`config.mk`:
```
export PLATFORM = sky130hd
export DESIGN_NAME = axis_axi_wr_master
export DESIGN_NICKNAME = d
export VERILOG_FILES = /design/src/rtl/axis_axi_wr_master.sv
export SDC_FILE = /design/constraint.sdc
export NUM_CORES = 1
export LEC_CHECK = 0
export CORE_ASPECT_RATIO = 0.7
export CORE_UTILIZATION = 50
export DETAILED_ROUTE_END_ITERATION = 8
export HOLD_SLACK_MARGIN = 0.08
export MAX_ROUTING_LAYER = met4
export PLACE_DENSITY = 0.85
export SETUP_SLACK_MARGIN = 0.1
export SLEW_MARGIN = 30
export SYNTH_ARGS = -nofsm -noshare
export SYNTH_HDL_FRONTEND = slang
export SYNTH_SLANG_ARGS = --single-unit
```
`constraint.sdc`:
```
create_clock -name clk -period 15.85 [get_ports clk]
set_input_delay 3.17 -clock clk [delete_from_list [all_inputs] [get_ports clk]]
set_output_delay 3.17 -clock clk [all_outputs]
set_load 0.03 [all_outputs]
```
`src/rtl/axis_axi_wr_master.sv`:
```
// Stream-to-memory write engine: takes (address, word count) commands plus an AXI-Stream
// and issues 4 KB-safe INCR bursts on an AXI4 write channel, one burst outstanding at a time.
module axis_axi_wr_master #(
  parameter int DATA_WIDTH    = 32,
  parameter int ADDR_WIDTH    = 16,
  parameter int STRB_WIDTH    = DATA_WIDTH / 8,
  parameter int ID_WIDTH      = 8,
  parameter int LEN_WIDTH     = 4,
  parameter int MAX_BURST_LEN = 16,
  parameter int CNT_WIDTH     = 16,
  parameter int AXI_ID        = 0
) (
  input  logic                  clk,
  input  logic                  rst,
  input  logic [ADDR_WIDTH-1:0] cmd_addr,
  input  logic [CNT_WIDTH-1:0]  cmd_len,
  input  logic                  cmd_valid,
  output logic                  cmd_ready,
  input  logic [DATA_WIDTH-1:0] s_axis_tdata,
  input  logic                  s_axis_tvalid,
  output logic                  s_axis_tready,
  output logic                  busy,
  output logic                  done,
  output logic                  error,
  output logic [ID_WIDTH-1:0]   m_axi_awid,
  output logic [ADDR_WIDTH-1:0] m_axi_awaddr,
  output logic [LEN_WIDTH-1:0]  m_axi_awlen,
  output logic [2:0]            m_axi_awsize,
  output logic [1:0]            m_axi_awburst,
  output logic [1:0]            m_axi_awlock,
  output logic [3:0]            m_axi_awcache,
  output logic [2:0]            m_axi_awprot,
  output logic [3:0]            m_axi_awqos,
  output logic                  m_axi_awvalid,
  input  logic                  m_axi_awready,
  output logic [DATA_WIDTH-1:0] m_axi_wdata,
  output logic [STRB_WIDTH-1:0] m_axi_wstrb,
  output logic                  m_axi_wlast,
  output logic                  m_axi_wvalid,
  input  logic                  m_axi_wready,
  input  logic [ID_WIDTH-1:0]   m_axi_bid,
  input  logic [1:0]            m_axi_bresp,
  input  logic                  m_axi_bvalid,
  output logic                  m_axi_bready
);

  localparam int SIZE      = $clog2(STRB_WIDTH);
  localparam int PAGE_BITS = (ADDR_WIDTH < 12) ? ADDR_WIDTH : 12;
  localparam int BEAT_W    = LEN_WIDTH + 1;
  localparam logic [ADDR_WIDTH-1:0] ALIGN_MASK = ~ADDR_WIDTH'(STRB_WIDTH - 1);

  typedef enum logic [2:0] {IDLE, ADDR, DATA, RESP, FINISH} state_t;

  state_t                r_state;
  state_t                w_nextState;
  logic [ADDR_WIDTH-1:0] r_addr;
  logic [CNT_WIDTH-1:0]  r_remain;
  logic [BEAT_W-1:0]     r_beat;
  logic                  r_error;

  logic [31:0] w_pageOff;
  logic [31:0] w_toBoundary;
  logic [31:0] w_n;
  logic        w_unusedBid;

  // Burst size: remaining words, capped by the max burst and by the words left before the
  // page boundary (the page shrinks to the whole address space for narrow addresses).
  always_comb begin
    w_pageOff    = 32'(r_addr) & ((32'd1 << PAGE_BITS) - 32'd1);
    w_toBoundary = ((32'd1 << PAGE_BITS) - w_pageOff) >> SIZE;
    w_n          = 32'(r_remain);
    if (w_n > 32'(MAX_BURST_LEN)) w_n = 32'(MAX_BURST_LEN);
    if (w_n > w_toBoundary)       w_n = w_toBoundary;
  end

  always_ff @(posedge clk) begin
    if (rst) begin
      r_state  <= IDLE;
      r_addr   <= '0;
      r_remain <= '0;
      r_beat   <= '0;
      r_error  <= 1'b0;
    end else begin
      r_state <= w_nextState;
      case (r_state)
        IDLE: if (cmd_valid) begin
          r_addr   <= cmd_addr & ALIGN_MASK;
          r_remain <= cmd_len;
          r_error  <= 1'b0;
        end
        ADDR: if (m_axi_awready) begin
          r_beat   <= BEAT_W'(w_n);
          r_remain <= r_remain - CNT_WIDTH'(w_n);
          r_addr   <= r_addr + ADDR_WIDTH'(w_n << SIZE);
        end
        DATA: if (s_axis_tvalid && m_axi_wready) r_beat <= r_beat - BEAT_W'(1);
        RESP: if (m_axi_bvalid && (m_axi_bresp != 2'b00)) r_error <= 1'b1;
        default: ;
      endcase
    end
  end

  // The W channel is a straight wire to the stream only while a burst is in flight,
  // so early stream words simply wait with tready low.
  always_comb begin
    w_nextState   = r_state;
    cmd_ready     = 1'b0;
    m_axi_awvalid = 1'b0;
    m_axi_wvalid  = 1'b0;
    m_axi_wlast   = 1'b0;
    s_axis_tready = 1'b0;
    m_axi_bready  = 1'b0;
    done          = 1'b0;
    case (r_state)
      IDLE: begin
        cmd_ready = ~rst;
        if (cmd_valid && !rst) w_nextState = (cmd_len == '0) ? FINISH : ADDR;
      end
      ADDR: begin
        m_axi_awvalid = 1'b1;
        if (m_axi_awready) w_nextState = DATA;
      end
      DATA: begin
        m_axi_wvalid  = s_axis_tvalid;
        s_axis_tready = m_axi_wready;
        m_axi_wlast   = (r_beat == BEAT_W'(1));
        if (s_axis_tvalid && m_axi_wready && (r_beat == BEAT_W'(1))) w_nextState = RESP;
      end
      RESP: begin
        m_axi_bready = 1'b1;
        if (m_axi_bvalid) w_nextState = (r_remain != '0) ? ADDR : FINISH;
      end
      FINISH: begin
        done        = 1'b1;
        w_nextState = IDLE;
      end
      default: w_nextState = IDLE;
    endcase
  end

  assign busy          = (r_state != IDLE);
  assign error         = r_error;
  assign m_axi_awid    = ID_WIDTH'(AXI_ID);
  assign m_axi_awaddr  = r_addr;
  assign m_axi_awlen   = LEN_WIDTH'(w_n - 32'd1);
  assign m_axi_awsize  = 3'(SIZE);
  assign m_axi_awburst = 2'b01;
  assign m_axi_awlock  = 2'b00;
  assign m_axi_awcache = 4'b0011;
  assign m_axi_awprot  = 3'b000;
  assign m_axi_awqos   = 4'b0000;
  assign m_axi_wdata   = s_axis_tdata;
  assign m_axi_wstrb   = '1;
  assign w_unusedBid   = ^m_axi_bid;

endmodule

```
* Yosys cells after proc, flatten, opt, wreduce, memory -nomap -nowiden
Index checks and enable logic that the tools add are counted.
Word-level totals: register bits 41, latch bits 0, memory bits (writable) 0, bits in read-only memories 0, output and inout port bits 91, memories 0
Operators by class: add/sub/neg operators 5, multipliers 0, div/mod/pow operators 0, magnitude comparators 2, eq/ne operators 12, shift-type cells 0, mux-type cells 28, bitwise gates (word level) 1, reduce and logical (&&, ||, !) cells 17
Operator list (count):
- two-way mux 16 bit | 6
- case mux 16 bit (2 select lines) | 2
- greater-than comparator 16 x 30 -> 1 bit | 1
- two-way mux 3 bit | 6
- adder 16 bit | 1
- greater-than comparator 16 x 5 -> 1 bit (second input constant) | 1
- logical NOT 16 bit | 1
- nonzero test 16 bit | 1
- subtractor 16 bit | 1
- != test 2 bit (second input constant) | 7
- subtractor 13 x 12 -> 14 bit (first input constant) | 1
- case mux 3 bit (4 select lines) | 1
- two-way mux 5 bit | 2
- case mux 5 bit (2 select lines) | 1
- two-way mux 1 bit | 9
- AND reduction 3 bit | 3
- nonzero test 2 bit | 4
- equality test 3 x 2 -> 1 bit (second input constant) | 2
- equality test 5 x 1 -> 1 bit (second input constant) | 1
- subtractor 5 x 1 -> 5 bit (second input constant) | 1
- logical AND 1 bit | 4
- AND reduction 4 bit | 1
- subtractor 4 x 1 -> 4 bit (second input constant) | 1
- equality test 3 x 1 -> 1 bit (second input constant) | 1
- other kinds (6) | 6

* Longest topological paths before layout
Gate-level depths: netlist (run 1).
depth in word-level cells 7, depth in mapped cells 26

* Least setup slack after synthesis (run 1)
OpenSTA, ideal clock, no wires.
kind reg2out, start register r_addr[4] (netlist: m_axi_awaddr[4]), end output port m_axi_awlen[2], arrival time 4.426 ns, required time 12.680 ns, slack 8.254 ns, stages on the path, launching flop included 17, path through dfxtp_1 > clkbuf_1 > or3_1 > or2_2 > nor3_1 > nand2_1 > xnor2_1 > ha_1 > nand4_1 > or3_1 > a21oi_1 > o31a_1 > nor2_1 > o21ai_0 > inv_1 > ha_1 > xor2_1
Between the ends: word-level cells in the longest chain between the ends 4
RTL lines:
- from (decl) | line 56 | logic [ADDR_WIDTH-1:0] r_addr;
- from (signal assigned) | line 87 | r_addr <= cmd_addr & ALIGN_MASK;
- from (signal assigned) | line 94 | r_addr <= r_addr + ADDR_WIDTH'(w_n << SIZE);
- subtractor 13 x 12 -> 14 bit * | line 70 | w_toBoundary = ((32'd1 << PAGE_BITS) - w_pageOff) >> SIZE;
- greater-than comparator 16 x 30 -> 1 bit | line 73 | if (w_n > w_toBoundary) w_n = w_toBoundary;
- two-way mux 16 bit * | line 73
- subtractor 4 x 1 -> 4 bit * | line 145 | assign m_axi_awlen = LEN_WIDTH'(w_n - 32'd1);
- to (decl) | line 27 | output logic [LEN_WIDTH-1:0] m_axi_awlen,
Mark *: on every way between the ends. The rest lies on a longest branch, timed or not.

* Worst setup path after layout (run 1)
start register r_addr[4] (netlist: m_axi_awaddr[4]), end output port m_axi_awlen[3]
Same word-level chain as after synthesis.

==> results_dict.tcl, run 1 <==
set metrics [dict create \
    cap_violations 0 \
    finalNetCount 791 \
    cts_setup_buffers 0 \
    row_count 29 \
    viasPerCell 5.95 \
    relSlewSlack_pct 41.7 \
    path_class "flip-flop to primary output" \
    cts_hold_buf 0 \
    gp_congestion 0.942 \
    die_h_um 83.1 \
    wire_per_inst_um 16.2 \
    grt_start_max_net_pins 40 \
    path_common_cell "or3_1" \
    cts.sinks 39 \
    leakage_nw 2.22 \
    finalCritPeriodShare_pct 52.9 \
    synth_xor_area_share_pct 4.29 \
    end_kind "primary output" \
    fin_skew_ns 0.00487 \
    clockRootBuffer "clkbuf_16" \
    io_pins 172 \
    synth_cells 639 \
    clock_latency_ns 0.29 \
    path_buf_inv 1 \
    setup_viol 0 \
    grt_pass1_vias 4254 \
    period_needed_ns 8.39 \
    holdWs_ns 0.502 \
    yosysWarningCount 0 \
    worst_slew_pin_slew_ns 0.873 \
    pre_cts_ws_ns 7.60 \
    fmax_ghz 0.119 \
    dieArea_um2 9800 \
    synth_simple_gate_area_share_pct 24.2 \
    numCtsBuffers 5 \
    grt_pass1_wl_um 21000 \
    die_x_um 118 \
    synth_compound_area_share_pct 28.2 \
    grt_use_total_pct 27.3 \
    arrival_ns 5.22 \
    start_util_pct 51.6 \
    seqCellArea_um2 781 \
    synth_edf_count 0 \
    yosys.area_share.adder_pct 10.9 \
    cts_buffer_depth 2 \
    htree_levels 2 \
    cts_resized 0 \
    syn_area_um2 4700 \
    synthMuxAreaShare_pct 0.452 \
    routed_wl_um 12900 \
    ys.flop_type "dfxtp_1" \
    status "completed" \
    max_stage_delay_ns 0.69 \
    ys_seq_elements 39 \
    dp_hpwl_um 9850 \
    critPathTopFamily "simple AND/OR/NAND/NOR gates" \
    drive_gt1_share_pct 5.51 \
    timing_hold_violations_final 0 \
    numPortBuffers 65 \
    worst_hold_path_type "flip-flop to flip-flop" \
    antenna_found_initial 0 \
    multi_input_area_um2 3370 \
    p_per_area_nw_per_um2 149 \
    rsz0062_at_grt "no" \
    worstPathRequired_ns 12.68 \
    final_common_cell "clkdlybuf4s50_1" \
    slowest_stage "clkdlybuf4s50_1" \
    final_max_slew_viol_count 0 \
    antenna_cells 0 \
    path_cells "or3_1, or2_2, nor3_1, nand2_1, or3_1, ha_1, nand4_1, or3_1, a21oi_1, o31ai_4, nand2_2, o21ai_0, nor3_1, xnor2_1, clkdlybuf4s50_1" \
    synth.distinct_cells 71 \
    cp-start-kind "flip-flop" \
    worst_slack_ns 7.46 \
    cts_tree "yes" \
    drt-initial-drc-count 457 \
    coreArea_um2 9110 \
    drt-pass1-iter-count 6 \
    worstPathMaxFanout 11 \
    antenna_left 0 \
    tns_ns 0 \
    drc 0 \
    synth_async_sr_flop_share_pct 0 \
    ys_seq_area_share_pct 16.6 \
    layout_common_cells "65 x clkdlybuf4s50_1, 55 x nor2_1, 50 x nand2_1" \
    vias 4732 \
    synth_top_family_by_area "compound AO/OA/AOI/OAI gates" \
    area_delta_synth_final_pct 12.0 \
    gr-total-overflow 0 \
    clk_pin_slew_ns 0.06 \
    ir_worst_vdd_mv 0.0618 \
    syn_avg_cell_area_um2 7.36 \
    fill_cells 867 \
]
-- through the flow --
stage	instance area [um2]	std cells	utilization, %	power [mW]
2_1_floorplan	4860	681	-	0.563
3_3_place_gp	5120	787	56.2	0.656
3_5_place_dp	5120	787	56.2	0.671
4_1_cts	5260	795	57.8	0.773
5_1_grt	5270	795	57.8	0.842
6_report	5270	795	57.8	0.782
-- cell type report --
class,count,share of cell area [%]
inverter,33,2.35
clock buffer,7,2.52
tap,124,2.95
timing repair buffer,72,13.4
sequential,39,14.8
clock inverter,1,0.0950
multi-input combinational,519,63.9
-- synthesized netlist by cell type (7+ instances only) --
library cell / number / area [um2]
a211oi_1: 13 / 97.6
a21o_1: 11 / 82.6
a21oi_1: 48 / 240
a311oi_1: 9 / 78.8
and3_1: 8 / 50.1
buf_4: 64 / 480
clkbuf_1: 23 / 86.3
dfxtp_1: 39 / 781
ha_1: 40 / 500
inv_1: 32 / 120
nand2_1: 50 / 188
nand3_1: 14 / 70.1
nand4_1: 8 / 50.1
nor2_1: 55 / 206
nor3_1: 23 / 115
nor4_1: 11 / 68.8
o21ai_0: 37 / 185
or3_1: 11 / 68.8
xnor2_1: 16 / 140
xor2_1: 7 / 61.3
-- metal layers --
| layer | global-route usage [%] | up-vias | part of all wire, % |
|---|---|---|---|
| li1 | - | 2294 | - |
| met1 | 37.2 | 2165 | 46 |
| met2 | 41.3 | 244 | 43 |
| met3 | 4.67 | 29 | 8.9 |
| met4 | 7.34 | 0 | 1.5 |
| met5 | - | - | 0 |
-- state kept, by name, indices dropped and copies added (netlist names) --
signal / count
r_remain: 16
m_axi_awaddr: 14
r_beat: 5
r_state: 3
error: 1
-- power by group --
group	internal, mW	leakage (nW)	total (mW)	switching (mW)
Sequential	0.113	0.322	0.137	0.0239
Clock	0.0582	0.0679	0.0993	0.0411
Combinational	0.220	1.83	0.546	0.327
Total	0.391	2.22	0.782	0.392
-- worst min-delay path: stages (launching register included) --
cell	delay (ns)
dfxtp_1	0.32
nand2_1	0.06
a221oi_1	0.07
-- final timing paths --
path | end | slack [ns] | startpoint | cells past startpoint
setup / recovery | m_axi_awlen[3] | 7.46 | m_axi_awaddr[4]$_SDFFE_PP0P_ | 15
hold / removal | m_axi_awaddr[13]$_SDFFE_PP0P_ | 0.50 | m_axi_awaddr[13]$_SDFFE_PP0P_ | 2
setup reg to reg | r_remain[15]$_SDFFE_PP0P_ | 9.98 | m_axi_awaddr[4]$_SDFFE_PP0P_ | 22
hold reg to reg | m_axi_awaddr[13]$_SDFFE_PP0P_ | 0.50 | m_axi_awaddr[13]$_SDFFE_PP0P_ | 2
-- cell families after synthesis --
kind of cell             Yosys count
flip-flops                        39
AO/OA/AOI/OAI                    189
buffers and inverters            123
AND/OR/NAND/NOR                  220
adder cells (fa/ha/maj)           41
other                              2
XOR/XNOR                          23
multiplexers                       2
No activity file was read; power rests on OpenSTA's default activity.
==> run 2: changes to the inputs <==
Settings changed: CORE_UTILIZATION 50 to 46, PLACE_DENSITY 0.85 to 0.79.
Clock period 15.85 ns to 8.5 ns, I/O delays scaled along.
==> results_dict.tcl, run 2 (synthesis gave the netlist of run 1 again) <==
set metrics [dict create \
    drc 0 \
    fmax_ghz 0.144 \
    cts_buffer_depth 2 \
    numPortBuffers 65 \
    antenna_found_initial 0 \
    antenna_left 0 \
    htree_levels 2 \
    ff2ff_setup_slack_ns 2.67 \
    worst_slew_pin_slew_ns 0.910 \
    fin_cells 797 \
    max_flop_register "r_remain" \
    drt-pass1-iter-count 5 \
    holdWs_ns 0.491 \
    finalNetCount 789 \
    final_common_cell "clkdlybuf4s50_1" \
    end_kind "primary output" \
    worstReg2RegEnd "m_axi_awaddr[15]$_SDFFE_PP0P_" \
    fin_util_pct 53.8 \
    slowest_stage "nor4_1" \
    ir_worst_vdd_mv 0.144 \
    status "completed" \
    gr-total-overflow 0 \
    grt_pass1_vias 4141 \
    viasPerCell 5.95 \
    rr_startpoint "r_remain[7]$_SDFFE_PP0P_" \
    path_buf_inv 2 \
    tns_ns 0 \
    drt-initial-drc-count 321 \
    dp_hpwl_um 9810 \
    finalCritPeriodShare_pct 81.7 \
    leakage_nw 2.22 \
    arrival_ns 5.24 \
    cts_setup_buffers 0 \
    setup_viol 0 \
    worst_slack_ns 1.56 \
    period_needed_ns 6.94 \
    p_total_mw 1.46 \
    area_delta_synth_final_pct 12.1 \
    final_max_slew_viol_count 0 \
    p_per_area_nw_per_um2 277 \
    path_cells "or4_4, nor4_1, nand2_1, inv_1, ha_1, nand2_1, o21ai_0, a21oi_2, o31ai_4, nand2_2, o21ai_0, nor3_1, xnor2_1, clkdlybuf4s50_1" \
    die_x_um 123 \
    cap_violations 0 \
    largest_reg_flops 16 \
    fin_area_um2 5270 \
    vias 4745 \
    clockRootBuffer "clkbuf_16" \
    die_h_um 86.6 \
    dieArea_um2 10600 \
    row_count 30 \
    critPathTopFamily "simple AND/OR/NAND/NOR gates" \
    cts_tree "yes" \
    routed_wl_um 12900 \
    gp_congestion 0.909 \
    clk_pin_slew_ns 0.06 \
    holdPathEnd "r_beat[2]$_SDFFE_PP0P_" \
    dpl-instance-area_um2 5110 \
    rsz0062_at_grt "no" \
    numCtsBuffers 5 \
    grt_pass1_wl_um 20600 \
    layout_common_cells "65 x clkdlybuf4s50_1, 55 x nor2_1, 50 x nand2_1" \
    start_util_pct 48.0 \
    min_path_cells 2 \
    cts_resized 0 \
    cp-start-kind "flip-flop" \
    cts.sinks 39 \
    fin_skew_ns 0.00661 \
    grt_use_total_pct 25.4 \
    relSlewSlack_pct 39.0 \
    crit_path_start "r_remain[7]$_SDFFE_PP0P_" \
    grt_start_max_net_pins 40 \
    clock_latency_ns 0.29 \
    dp.cells 789 \
    fill_cells 930 \
    worst_hold_path_type "flip-flop to flip-flop" \
    path_class "flip-flop to primary output" \
    worstPathMaxFanout 11 \
    io_pins 172 \
    r2r_cells 20 \
    cts_hold_buf 0 \
    pre_cts_ws_ns 1.89 \
    drive_gt1_share_pct 5.23 \
    antenna_cells 0 \
    hp-start "r_beat[2]$_SDFFE_PP0P_" \
    timing_hold_violations_final 0 \
    wire_per_inst_um 16.2 \
    coreArea_um2 9800 \
    worstPathRequired_ns 6.80 \
    max_stage_delay_ns 0.74 \
]
-- run 2: cell types whose count changed in the layout (fill, tap and decap cells not counted), sizes merged --
cell,delta
buf,-2
clkbuf,+1
clkinv,-1
-- run 2: tightest hold or removal path, stage by stage (launching register included) --
cell     delay [ns]
dfxtp_1        0.33
nand2_1        0.06
a21oi_1        0.05
-- run 2: area by class of cell --
type / instances / area [um2] / share of cell area, %
Multi-Input combinational cell: 519 / 3360 / 63.8
Sequential cell: 39 / 781 / 14.8
Timing Repair Buffer: 70 / 688 / 13.1
Tap cell: 128 / 160 / 3.04
Clock buffer: 8 / 156 / 2.97
Inverter: 33 / 124 / 2.35
-- run 2: power by group --
group | leakage (nW) | switching, mW | internal, mW | total (mW)
sequential | 0.322 | 0.0440 | 0.211 | 0.255
combinational | 1.82 | 0.597 | 0.406 | 1.00
clock | 0.0772 | 0.0800 | 0.125 | 0.205
total | 2.22 | 0.721 | 0.741 | 1.46
-- run 2: metal layers --
layer | vias up | routed length, um | global-route usage [%]
li1 | 2290 | - | -
met1 | 2236 | 6100 | 35.1
met2 | 208 | 5580 | 38.4
met3 | 11 | 1140 | 4.80
met4 | 0 | 93 | 5.43
met5 | - | 0 | -
-- run 2: how the worst max path moves through the flow --
stage                     end  slack [ns]  cells after the start
6_report       m_axi_awlen[3]        1.56                     14
3_5_place_dp   m_axi_awlen[3]        1.89                     14
5_1_grt        m_axi_awlen[3]        1.16                     14
3_3_place_gp   m_axi_awlen[3]        1.95                     14
2_1_floorplan  m_axi_awlen[2]        2.37                     16
4_1_cts        m_axi_awlen[3]        1.58                     14
